$ cat src/rtl/instr_mem_pkg.sv
// Shared types and defaults for the field-loadable instruction store.
package instr_mem_pkg;

    typedef enum logic [0:0] {
        RUN  = 1'b0,
        LOAD = 1'b1
    } state_e;

    localparam int unsigned DEF_AW    = 8;
    localparam int unsigned DEF_IW    = 6;
    localparam int unsigned DEF_LW    = 2;
    localparam int unsigned DEF_DEPTH = 64;

    // All-ones pattern of iw bits, right-aligned in a 64-bit container
    function automatic logic [63:0] fill_value(input int unsigned iw);
        logic [63:0] v;
        v = 64'd0;
        for (int unsigned i = 0; i < 64; i++) begin
            if (i < iw) begin
                v[i] = 1'b1;
            end else begin
                v[i] = 1'b0;
            end
        end
        return v;
    endfunction

endpackage

$ cat src/rtl/instr_word_assembler.sv
// Collects LW-bit chunks (least significant first) into IW-bit words.
// word/word_done are combinational so the owner can commit the word on the
// same edge that accepts the final chunk; an early chunk_last pads the
// remaining upper slots with FILL.
module instr_word_assembler
    import instr_mem_pkg::*;
#(
    parameter int unsigned    IW   = DEF_IW,
    parameter int unsigned    LW   = DEF_LW,
    parameter logic [IW-1:0]  FILL = IW'(fill_value(IW))
) (
    input  logic          clk,
    input  logic          rst_n,
    input  logic          clear,
    input  logic          chunk_valid,
    input  logic [LW-1:0] chunk_data,
    input  logic          chunk_last,
    output logic          word_done,
    output logic [IW-1:0] word
);

    localparam int unsigned   NS        = IW / LW;
    localparam int unsigned   SW        = (NS > 1) ? $clog2(NS) : 1;
    localparam logic [SW-1:0] LAST_SLOT = SW'(NS - 1);

    logic [SW-1:0] slot_q, slot_d;
    logic [IW-1:0] asm_q, asm_d;
    logic [IW-1:0] word_s;
    logic          word_done_s;

    // Merge held lower slots, the incoming chunk and FILL for upper slots
    always_comb begin
        word_s = FILL;
        for (int i = 0; i < int'(NS); i++) begin
            if (i < int'(slot_q)) begin
                word_s[i*LW +: LW] = asm_q[i*LW +: LW];
            end else if (i == int'(slot_q)) begin
                word_s[i*LW +: LW] = chunk_data;
            end else begin
                word_s[i*LW +: LW] = FILL[i*LW +: LW];
            end
        end
        word_done_s = chunk_valid && ((slot_q == LAST_SLOT) || chunk_last);
    end

    // Slot counter and assembly register next-state
    always_comb begin
        slot_d = slot_q;
        asm_d  = asm_q;
        if (clear) begin
            slot_d = {SW{1'b0}};
            asm_d  = FILL;
        end else if (word_done_s) begin
            slot_d = {SW{1'b0}};
            asm_d  = FILL;
        end else if (chunk_valid) begin
            slot_d = slot_q + {{(SW-1){1'b0}}, 1'b1};
            asm_d  = word_s;
        end else begin
            slot_d = slot_q;
            asm_d  = asm_q;
        end
    end

    // Slot counter and assembly register state
    always_ff @(posedge clk or negedge rst_n) begin
        if (!rst_n) begin
            slot_q <= {SW{1'b0}};
            asm_q  <= FILL;
        end else begin
            slot_q <= slot_d;
            asm_q  <= asm_d;
        end
    end

    assign word      = word_s;
    assign word_done = word_done_s;

endmodule

$ cat src/rtl/instr_mem_loadable.sv
// Field-loadable instruction store: flop array read combinationally by the
// CPU, written serially through instr_word_assembler while busy is high.
// Optional feature macro: INSTR_MEM_CHECKSUM_EN (XOR checksum of loaded words).
module instr_mem_loadable
    import instr_mem_pkg::*;
#(
    parameter int unsigned   AW    = DEF_AW,
    parameter int unsigned   IW    = DEF_IW,
    parameter int unsigned   DEPTH = DEF_DEPTH,
    parameter int unsigned   LW    = DEF_LW,
    parameter logic [IW-1:0] FILL  = IW'(fill_value(IW))
) (
    input  logic          clk,
    input  logic          rst_n,
    input  logic [AW-1:0] address,
    output logic [IW-1:0] instruction,
    input  logic          load_start,
    input  logic          load_valid,
    input  logic [LW-1:0] load_data,
    input  logic          load_last,
    output logic          busy,
    output logic [AW:0]   word_count,
    output logic [IW-1:0] checksum
);

    localparam int unsigned PW      = (DEPTH > 1) ? $clog2(DEPTH) : 1;
    localparam logic [AW:0] DEPTH_W = (AW+1)'(DEPTH);
    localparam logic [AW:0] LAST_W  = (AW+1)'(DEPTH - 1);

    generate
        if ((IW % LW) != 0) begin : g_bad_lw
            $error("instr_mem_loadable: IW must be a multiple of LW");
        end
        if (DEPTH > (1 << AW)) begin : g_bad_depth
            $error("instr_mem_loadable: DEPTH exceeds the address space");
        end
    endgenerate

    state_e        state_q, state_d;
    logic [AW:0]   word_count_q, word_count_d;
    logic [IW-1:0] mem_q [DEPTH];
    logic [IW-1:0] mem_d [DEPTH];
    logic          chunk_valid_s;
    logic          word_done_s;
    logic [IW-1:0] word_s;
    logic          mem_we_s;
    logic          busy_s;
    logic [PW-1:0] wr_idx_s;

    // A chunk is only taken while loading; a same-cycle start discards it
    assign chunk_valid_s = (state_q == LOAD) && load_valid && !load_start;
    assign mem_we_s      = word_done_s && (word_count_q < DEPTH_W);
    assign wr_idx_s      = word_count_q[PW-1:0];

    instr_word_assembler #(
        .IW   (IW),
        .LW   (LW),
        .FILL (FILL)
    ) u_asm (
        .clk         (clk),
        .rst_n       (rst_n),
        .clear       (load_start),
        .chunk_valid (chunk_valid_s),
        .chunk_data  (load_data),
        .chunk_last  (load_last),
        .word_done   (word_done_s),
        .word        (word_s)
    );

    // FSM state register
    always_ff @(posedge clk or negedge rst_n) begin
        if (!rst_n) begin
            state_q <= RUN;
        end else begin
            state_q <= state_d;
        end
    end

    // FSM next state: a load ends on its last chunk or when the top word fills
    always_comb begin
        state_d = state_q;
        case (state_q)
            RUN: begin
                if (load_start) begin
                    state_d = LOAD;
                end else begin
                    state_d = RUN;
                end
            end
            LOAD: begin
                if (load_start) begin
                    state_d = LOAD;
                end else if (word_done_s && (load_last || (word_count_q == LAST_W))) begin
                    state_d = RUN;
                end else begin
                    state_d = LOAD;
                end
            end
            default: state_d = RUN;
        endcase
    end

    // FSM outputs
    always_comb begin
        case (state_q)
            LOAD:    busy_s = 1'b1;
            RUN:     busy_s = 1'b0;
            default: busy_s = 1'b0;
        endcase
    end

    // Memory write and word counter (which doubles as the write pointer)
    always_comb begin
        mem_d        = mem_q;
        word_count_d = word_count_q;
        if (load_start) begin
            word_count_d = {(AW+1){1'b0}};
        end else if (mem_we_s) begin
            mem_d[wr_idx_s] = word_s;
            word_count_d    = word_count_q + {{AW{1'b0}}, 1'b1};
        end else begin
            word_count_d = word_count_q;
        end
    end

    // Memory array and word counter state
    always_ff @(posedge clk or negedge rst_n) begin
        if (!rst_n) begin
            for (int i = 0; i < int'(DEPTH); i++) begin
                mem_q[i] <= FILL;
            end
            word_count_q <= {(AW+1){1'b0}};
        end else begin
            mem_q        <= mem_d;
            word_count_q <= word_count_d;
        end
    end

    // CPU read port: FILL while loading or outside the implemented range
    always_comb begin
        if (busy_s) begin
            instruction = FILL;
        end else if ({1'b0, address} >= DEPTH_W) begin
            instruction = FILL;
        end else begin
            instruction = mem_q[address[PW-1:0]];
        end
    end

`ifdef INSTR_MEM_CHECKSUM_EN
    logic [IW-1:0] checksum_q, checksum_d;

    // XOR accumulation of every committed word, cleared by a load start
    always_comb begin
        if (load_start) begin
            checksum_d = {IW{1'b0}};
        end else if (mem_we_s) begin
            checksum_d = checksum_q ^ word_s;
        end else begin
            checksum_d = checksum_q;
        end
    end

    // Checksum accumulator state
    always_ff @(posedge clk or negedge rst_n) begin
        if (!rst_n) begin
            checksum_q <= {IW{1'b0}};
        end else begin
            checksum_q <= checksum_d;
        end
    end

    assign checksum = checksum_q;
`else
    assign checksum = {IW{1'b0}};
`endif

    assign busy       = busy_s;
    assign word_count = word_count_q;

endmodule
$ cat config.mk
export PLATFORM = sky130hd
export DESIGN_NAME = instr_mem_loadable
export DESIGN_NICKNAME = d
export VERILOG_FILES = /design/src/rtl/instr_mem_pkg.sv /design/src/rtl/instr_word_assembler.sv /design/src/rtl/instr_mem_loadable.sv
export SDC_FILE = /design/constraint.sdc
export NUM_CORES = 1
export LEC_CHECK = 0
export ABC_AREA = 0
export BUFFER_PORTS_ARGS = -buffer_cell sky130_fd_sc_hd__buf_2
export CAP_MARGIN = 20
export CORE_ASPECT_RATIO = 1.5
export CORE_MARGIN = 5
export CORE_UTILIZATION = 50
export DETAILED_ROUTE_END_ITERATION = 10
export PLACE_DENSITY = 0.66
export SETUP_SLACK_MARGIN = 0.05
export SYNTH_ARGS = -nofsm -noshare
export SYNTH_HDL_FRONTEND = slang
export SYNTH_HIERARCHICAL = 1
export SYNTH_SLANG_ARGS = --single-unit
export TNS_END_PERCENT = 50
$ cat constraint.sdc
create_clock -name clk -period 3.38 [get_ports clk]
set_input_delay 0.676 -clock clk [delete_from_list [all_inputs] [get_ports clk]]
set_output_delay 0.676 -clock clk [all_outputs]
set_load 0.005 [all_outputs]
==> flow_summary.yaml, run 1 <==
pwr:
  switching_share: 0.2216
  ir_drop_uv: 307.3
  p_seq_frac: 0.492
  power_frac_comb: 0.055
  pwr-share-clk: 0.453
  switchingPower_w: 0.002212
  p_total_w: 0.009985
  powerDensity_nw_per_um2: 449.6
  power_leakage_nw: 9.126
  intPower_w: 0.007772
sta:
  fin_crit_ns: 3.307
  slew_headroom: 0.3864
  clock.fmax_mhz: 302.4
  fin_hold_ws_ns: 0.4733
  rsz0062_at_grt: "true"
  tightest_slew_ns: 0.9204
  hold_violations: 0
  fin_tns_setup_ns: 0
  drv_slew: 0
  final.setup_skew_ns: 0.01379
  setup_viol: 0
  min_period_over_period: 0.9783
logic_synthesis:
  synth_most_common_cell: "dfstp_2"
  ys_seq_elements: 402
  synth_area_leader_cell: "dfstp_2"
  synth_top_family_by_area: "multiplexers"
  synth_cell_types: 43
  synthAdderAreaFrac: 0.003282
  synth_flop_cell: "dfstp_2"
  synth_edf_count: 0
  syn_area_um2: 19060
  synthMuxAreaShare: 0.3532
  synthXorXnorAreaFrac: 0.001838
  syn_area_per_cell_um2: 15.37
  synth_compound_area_frac: 0.01969
  yosys.area_share.simple: 0.04713
  async_flop_share: 1.000
  ys_top_cells_by_area: "dfstp_2 (54%), mux2_2 (23%), mux4_2 (12%)"
  synth_top_cell_area_share: 0.5376
  yosys_warnings: 6
  syn_inst: 1240
  ys_seq_area_frac: 0.5534
  synthTopCellsByCount: "dfstp_2 (390), mux2_2 (388), mux4_2 (100)"
finish:
  final_util: 0.5896
  multi_input_area_um2: 8217
  fin_nets: 1392
  fill_cells: 3009
  diodes: 0
  drive_above_1_share: 0.8146
  register_area_um2: 10550
  final_area_um2: 22210
  layout-area-overhead-vs-synth_pct: 16.51
grt:
  gr-total-overflow: 0
  grt_max_degree: 102
  grtUsageMet2: 0.3990
  grt_pass1_vias: 12350
  antenna_found_initial: 0
  grt_util_met3: 0.02381
  top_usage_layer: "met2"
  grt_pass1_wl_um: 73590
  met1_usage: 0.2819
  grtUsageTotal: 0.2232
routing:
  dr.first_iter.drc_count: 532
  wl_um: 46220
  wire_per_inst_um: 24.51
  drt_first_pass_iters: 5
  vias: 11010
  ant_nets: 0
  drc: 0
  post_drt_via_cell_ratio: 5.837
cts:
  cts_tree: "done"
  htreeDepth: 2
  insertion_delay_ns: 0.55
  cts.sinks: 402
  cts_buffer_depth: 3
  path_clk_slew_ns: 0.06
  cts_buffers: 40
  root_buffer: "clkbuf_16"
floorplanning:
  ios: 37
  die_w_um: 169.4
  core_um2: 37660
  start_util: 0.5061
  die-area_um2: 42210
  fp.dieH_um: 249.1
  rows: 87
min_path:
  min_from: "u_asm/asm_q[2]"
  hold_path_depth: 2
  min_path_type: "flip-flop to flip-flop"
  hold_path_end: "u_asm/asm_q[2]"
placement:
  place.gp.congestion: 0.8461
  placed_cell_area_um2: 20720
  dp_hpwl_um: 31610
  io_buffer_count: 30
worst_setup_path:
  critical_path_buf_inv_count: 4
  cpPeakStageDelay_ns: 0.51
  criticalPathCategory: "input port to output pin"
  rr_startpoint: "u_asm/slot_q[0]"
  cp.required_ns: 2.70
  start_kind: "input port"
  cp-end-kind: "output pin"
  critical_path_depth: 8
  slowest_stage: "mux4_2"
  crit_family: "multiplexers"
  worstRegToRegCells: 10
  r2r-end: "mem_q[375]"
  cp.arrival_ns: 2.63
  crit_fanout: 8
  cp_common_cell: "mux4_2"
  worstPathCellList: "buf_6 > buf_12 > buf_4 > mux4_2 > mux4_2 > a211oi_4 > a21oi_1 > buf_2"
  rrSetupSlack_ns: 0.67
flow_run:
  maxCapViolations: 0
status:
  status: "complete, no violations"
==> sequential cells by signal, summed over array words and instances, names as in the netlist <==
register and count:
u_asm/slot_q 2, word_count 9, mem_q 384, state_q 1, u_asm/asm_q 6
==> logic make-up after synthesis <==
family          Yosys count
simple gates            175
xor+xnor                  4
flops                   402
fa+ha+maj                 5
compound gates           56
buf+inv                  98
other cells               1
mux                     499
==> how the worst max path moves through the flow <==
stage / from / endpoint / slack (ns)
3_5_place_dp: address[0] / instruction[5] / -0.1
4_1_cts: address[0] / instruction[5] / 0.03
5_1_grt: address[0] / instruction[1] / 0.03
3_3_place_gp: address[0] / instruction[5] / -0.07
6_report: address[0] / instruction[0] / 0.07
2_1_floorplan: address[0] / instruction[1] / 0.19
==> worst min-delay path: stages (launching register included) <==
cell	delay, ns
dfstp_2	0.37
inv_1	0.04
a22oi_1	0.06
==> cells in the final DEF (no fill, tap or decap), types with 3 or more instances in the layout <==
cell type  Yosys  layout
dfstp_2      390     390
mux2_2       388     388
buf_4          6     125
mux4_2       100     100
nand2_1       59      59
nor2_1        52      50
clkbuf_16      0      42
buf_2         13      26
a22oi_1       25      17
buf_12         0      16
nand3_1       14      14
dfrtp_1       12      12
mux2i_1       11      11
nor2b_1       10      10
clkbuf_1      59      10
a22oi_2        0       8
nand2b_1       7       7
nand4_1        7       7
a21oi_1        7       7
conb_1         1       6
clkbuf_8       0       6
o22ai_1        6       5
o21ai_0        5       5
or3_1          5       5
inv_1          9       5
ha_1           5       5
nor4b_4        4       4
nor3b_1        4       4
bufinv_16      0       4
inv_2          0       4
o21ai_1        4       4
xor2_1         3       3
buf_6          0       3
o21a_1         3       3
==> per-stage QoR <==
step,std cells,worst slack [ns]
4_1_cts,1879,0.02817
3_5_place_dp,1812,-0.09690
3_3_place_gp,1812,-0.07249
5_1_grt,1886,0.03330
6_report,1886,0.07320
2_1_floorplan,1245,0.1918
==> cell type report <==
| cell class | instances | area share |
|---|---|---|
| Clock inverter | 10 | 0.007493 |
| Timing Repair Buffer | 174 | 0.06688 |
| Multi-Input combinational cell | 745 | 0.3700 |
| Tap cell | 489 | 0.02755 |
| Inverter | 9 | 0.001521 |
| Clock buffer | 57 | 0.05161 |
| Sequential cell | 402 | 0.4750 |
==> power by group through the flow <==
| stage | registers (W) | clock network, W | logic (W) |
|---|---|---|---|
| final | 0.00492 | 0.00452 | 0.000549 |
| after detailed placement | 0.00499 | 0 | 0.000538 |
| after CTS | 0.00492 | 0.00463 | 0.000542 |
| after global routing | 0.00492 | 0.00480 | 0.000599 |
| after global placement | 0.00498 | 0 | 0.000530 |
| after floorplan | 0.00498 | 0 | 0.000254 |
==> per-layer routing <==
metal	vias up	routed length (µm)
li1	4839	-
met1	5918	18700
met2	180	24700
met3	72	1293
met4	0	1530
met5	-	0
==> timing repair <==
action,CTS,global route
resized for setup,8,14
setup endpoints to repair,5,6
pin swaps,0,4
cloned,0,1
setup buffers,0,6
hold buffers,0,0
(Power assumes the default switching activity.)
==> run 2: changes to the inputs <==
==> constraint.sdc (replaced) <==
create_clock -name clk -period 3.38 [get_ports clk]
set_input_delay 0.507 -clock clk [delete_from_list [all_inputs] [get_ports clk]]
set_output_delay 0.507 -clock clk [all_outputs]
set_load 0.005 [all_outputs]
==> flow_summary.yaml, run 2 (same netlist as run 1, synthesis figures left out) <==
grt:
  grt_pass1_wl_um: 71220
  gr-total-overflow: 0
  antenna_found_initial: 1
  grt_max_degree: 92
  grt_pass1_vias: 11830
  grtUsageTotal: 0.2191
finish:
  largest_reg_flops: 384
  final_util: 0.5724
  top_register: "mem_q"
  diodes: 0
  drive_above_1_share: 0.8013
  final_area_um2: 21560
  layout-area-overhead-vs-synth_pct: 13.10
  fin_nets: 1338
  final_cell_mix: "dfstp_2 (390), mux2_2 (388), mux4_2 (100), buf_4 (80), nand2_1 (59)"
  final_common_cell: "dfstp_2"
pwr:
  ir_drop_uv: 372.2
  power_leakage_nw: 8.793
  p_total_w: 0.009718
  powerDensity_nw_per_um2: 450.8
worst_setup_path:
  worstRegToRegCells: 10
  crit_fanout: 20
  r2r-end: "mem_q[370]"
  cp-end-kind: "output pin"
  rr_startpoint: "u_asm/slot_q[0]"
  cp.arrival_ns: 2.69
  criticalPathCategory: "input port to output pin"
  cp.required_ns: 2.87
  rrSetupSlack_ns: 0.63
  start_kind: "input port"
routing:
  vias: 10740
  dr.first_iter.drc_count: 550
  wl_um: 45570
  wire_per_inst_um: 24.93
  post_drt_via_cell_ratio: 5.876
  ant_nets: 0
  drt_first_pass_iters: 5
  drc: 0
placement:
  io_buffer_count: 30
  dp_hpwl_um: 30810
  place.gp.congestion: 0.8210
  placed_cell_area_um2: 20250
floorplanning:
  start_util: 0.5061
  die_w_um: 169.4
  core_um2: 37660
  fp.dieH_um: 249.1
  die-area_um2: 42210
  ios: 37
  rows: 87
sta:
  min_period_over_period: 0.9445
  rsz0062_at_grt: "false"
  fin_crit_ns: 3.192
  drv_slew: 0
  clock.fmax_mhz: 313.3
  fin_tns_setup_ns: 0
  hold_violations: 0
  setup_viol: 0
  slew_headroom: 0.4449
  final.setup_skew_ns: 0.01853
  tightest_slew_ns: 0.8327
flow_run:
  maxCapViolations: 0
cts:
  htreeDepth: 2
  cts_hold_buf: 0
  path_clk_slew_ns: 0.06
  cts_tree: "done"
  root_buffer: "clkbuf_16"
  insertion_delay_ns: 0.55
  cts.sinks: 402
  cts_buffers: 40
  cts_buffer_depth: 3
min_path:
  min_from: "load_last"
  hold_path_end: "u_asm/slot_q[1]"
  min_path_type: "input port to flip-flop"
  hold_path_depth: 4
status:
  status: "complete, no violations"
-- run 2: per-stage QoR --
step           hold WS (ns)  cells  worst slack [ns]
6_report             0.3156   1828            0.1877
4_1_cts              0.3036   1821            0.1258
2_1_floorplan        0.2114   1245            0.5298
3_5_place_dp         0.4630   1758            0.1403
3_3_place_gp         0.4602   1758            0.1167
5_1_grt              0.3282   1828           0.06248
-- run 2: area by class of cell --
type	instances	area, µm²
Clock inverter	14	137.6
Sequential cell	402	10550
Clock buffer	49	1096
Fill cell	3064	16110
Inverter	9	33.78
Tap cell	489	611.8
Multi-Input combinational cell	745	8140
Timing Repair Buffer	120	989.7
-- run 2: per-layer routing --
layer / global-route usage / share of wire / wire, µm / up-vias
met5: 0 / 0.00029 / 13 / -
met4: 0.09045 / 0.043 / 1947 / 2
met3: 0.03794 / 0.039 / 1789 / 91
met2: 0.3897 / 0.54 / 24380 / 205
met1: 0.2606 / 0.38 / 17440 / 5725
li1: - / - / - / 4719
-- run 2: how the worst max path moves through the flow --
stage               cells after the start       start             end
floorplan                               8  address[0]  instruction[1]
global placement                       10  address[0]  instruction[4]
detailed placement                      8  address[0]  instruction[2]
CTS                                    10  address[0]  instruction[4]
global route                            8  address[0]  instruction[2]
finish                                  9  address[2]  instruction[0]
-- run 2: timing repair --
action                     CTS  global route
gates resized for setup      0             1
setup endpoints to repair    0             1
buffers inserted             0             7
-- run 2: critical path, cell delays in order --
cell and delay (ns):
buf_2 0.47, buf_4 0.37, nor2b_1 0.13, buf_4 0.18
a22oi_1 0.20, a21oi_1 0.11, a211oi_1 0.38, a21oi_1 0.15
buf_2 0.17
-- run 2: power by group --
group / total (W) / switching (W) / internal [W]
sequential: 0.00492 / 0.0000235 / 0.00490
clock: 0.00431 / 0.00186 / 0.00245
combinational: 0.000491 / 0.000318 / 0.000173
==> run 3: changes to the inputs <==
Settings changed: RECOVER_POWER set to 100.
==> flow_summary.yaml, run 3 (same netlist as run 1, synthesis figures left out) <==
sta:
  rsz0062_at_grt: "false"
  slew_headroom: -0.5476
  tightest_slew_ns: 2.321
  final.setup_skew_ns: 0.01636
  setup_ws_ns: 0.1345
  fin_crit_ns: 3.245
  setup_viol: 0
  drv_slew: 91
  clock.fmax_mhz: 308.1
  fin_tns_setup_ns: 0
  min_period_over_period: 0.9602
  fin_hold_ws_ns: 0.3091
  hold_violations: 0
cts:
  htreeDepth: 2
  cts_tree: "done"
  root_buffer: "clkbuf_16"
  cts_buffer_depth: 3
  cts_buffers: 40
  insertion_delay_ns: 0.55
  path_clk_slew_ns: 0.06
  cts_hold_buf: 0
  cts.sinks: 402
finish:
  drive_above_1_share: 0.7677
  fin_nets: 1338
  layout-area-overhead-vs-synth_pct: 11.85
  final_cell_mix: "dfstp_2 (390), mux2_2 (387), mux4_2 (100), nand2_1 (59), nor2_1 (50)"
  final_util: 0.5661
  diodes: 0
  final_common_cell: "dfstp_2"
  fill_cells: 3103
  largest_reg_flops: 384
  top_register: "mem_q"
floorplanning:
  fp.dieH_um: 249.1
  start_util: 0.5061
  die-area_um2: 42210
  rows: 87
  core_um2: 37660
  die_w_um: 169.4
  ios: 37
worst_setup_path:
  criticalPathCategory: "input port to output pin"
  crit_fanout: 20
  cp.required_ns: 2.87
  cp-end-kind: "output pin"
  start_kind: "input port"
  rrSetupSlack_ns: 0.26
  cp.arrival_ns: 2.74
routing:
  vias: 10760
  drt-met1-wl_um: 17280
  dr.first_iter.drc_count: 540
  post_drt_via_cell_ratio: 5.883
  dr_wl_met2_um: 24460
  top_layer_used: "met5"
  wire_per_inst_um: 24.87
  drt_first_pass_iters: 4
  drc: 0
  wl_met3_um: 1768
  ant_nets: 0
  wl_um: 45460
placement:
  pre_cts_slack_ns: 0.1403
  dp_hpwl_um: 30810
  place.gp.congestion: 0.8210
  io_buffer_count: 30
grt:
  grt_max_degree: 92
  grtUsageTotal: 0.2191
  antenna_found_initial: 1
  grt_pass1_wl_um: 71220
  gr-total-overflow: 0
  grt_pass1_vias: 11830
pwr:
  ir_drop_uv: 369.6
  power_leakage_nw: 8.611
  powerDensity_nw_per_um2: 455.3
flow_run:
  maxCapViolations: 1
status:
  status: "complete, but fails checks"
  violations: "max-capacitance violations, max-slew violations"
min_path:
  min_path_type: "input port to flip-flop"
-- run 3: cell types whose count changed in the layout (fill, tap and decap cells not counted), moves of 2 or more --
| cell | change |
|---|---|
| buf_12 | -2 |
| buf_2 | -8 |
| buf_4 | -33 |
| clkbuf_1 | +38 |
| clkbuf_2 | +4 |
| clkbuf_4 | +2 |
| nor4b_1 | +4 |
| nor4b_4 | -4 |
| o21ai_0 | +4 |
| o21ai_1 | -4 |
-- run 3: per-layer routing --
metal,vias up,global-route usage
met5,-,0
met4,2,0.09045
met3,89,0.03794
met2,192,0.3897
met1,5747,0.2606
li1,4725,-
-- run 3: area by class of cell --
cell class                 instances  area, µm²  area share
timing repair buffer             120      824.5     0.03867
tap                              489      611.8     0.02870
clock buffer                      49       1096     0.05141
clock inverter                    14      137.6    0.006455
inverter                           9      33.78    0.001585
multi-input combinational        745       8069      0.3785
sequential                       402      10550      0.4947
-- run 3: timing repair --
item	in CTS	in global routing
setup buffers	0	7
endpoints found under the setup margin	0	1
hold endpoints to repair	0	0
resized for setup	0	1
-- run 3: worst paths after layout --
| path | startpoint | endpoint | depth (start not counted) |
|---|---|---|---|
| max in group asynchronous | rst_n | word_count[2] | 2 |
| hold / removal | load_last | state_q | 3 |
| setup reg to reg | u_asm/slot_q[0] | mem_q[370] | 10 |
| hold reg to reg | u_asm/asm_q[3] | u_asm/asm_q[3] | 2 |
| min in group asynchronous | rst_n | mem_q[119] | 1 |
| setup / recovery | address[2] | instruction[4] | 9 |
-- run 3: where the power goes --
part           internal, W  switching [W]  total, W
registers          0.00489      0.0000225   0.00492
logic             0.000165       0.000315  0.000480
clock network      0.00245        0.00186   0.00431
total              0.00751        0.00220   0.00971
-- run 3: worst max-delay path, cell delays in order --
cell,delay (ns)
clkbuf_2,0.50
buf_4,0.38
nor2b_1,0.13
buf_4,0.18
a22oi_1,0.24
nand2_1,0.09
a22oi_1,0.24
nand3_1,0.23
buf_2,0.20
-- run 3: metrics by stage --
step | power [W] | area, µm² | cells
final | 0.009707 | 21320 | 1828
after global routing | 0.01003 | 21320 | 1828
after CTS | 0.009844 | 21480 | 1821
after detailed placement | 0.005480 | 20250 | 1758
after global placement | 0.005472 | 20250 | 1758
after floorplan | 0.005229 | 19080 | 1245
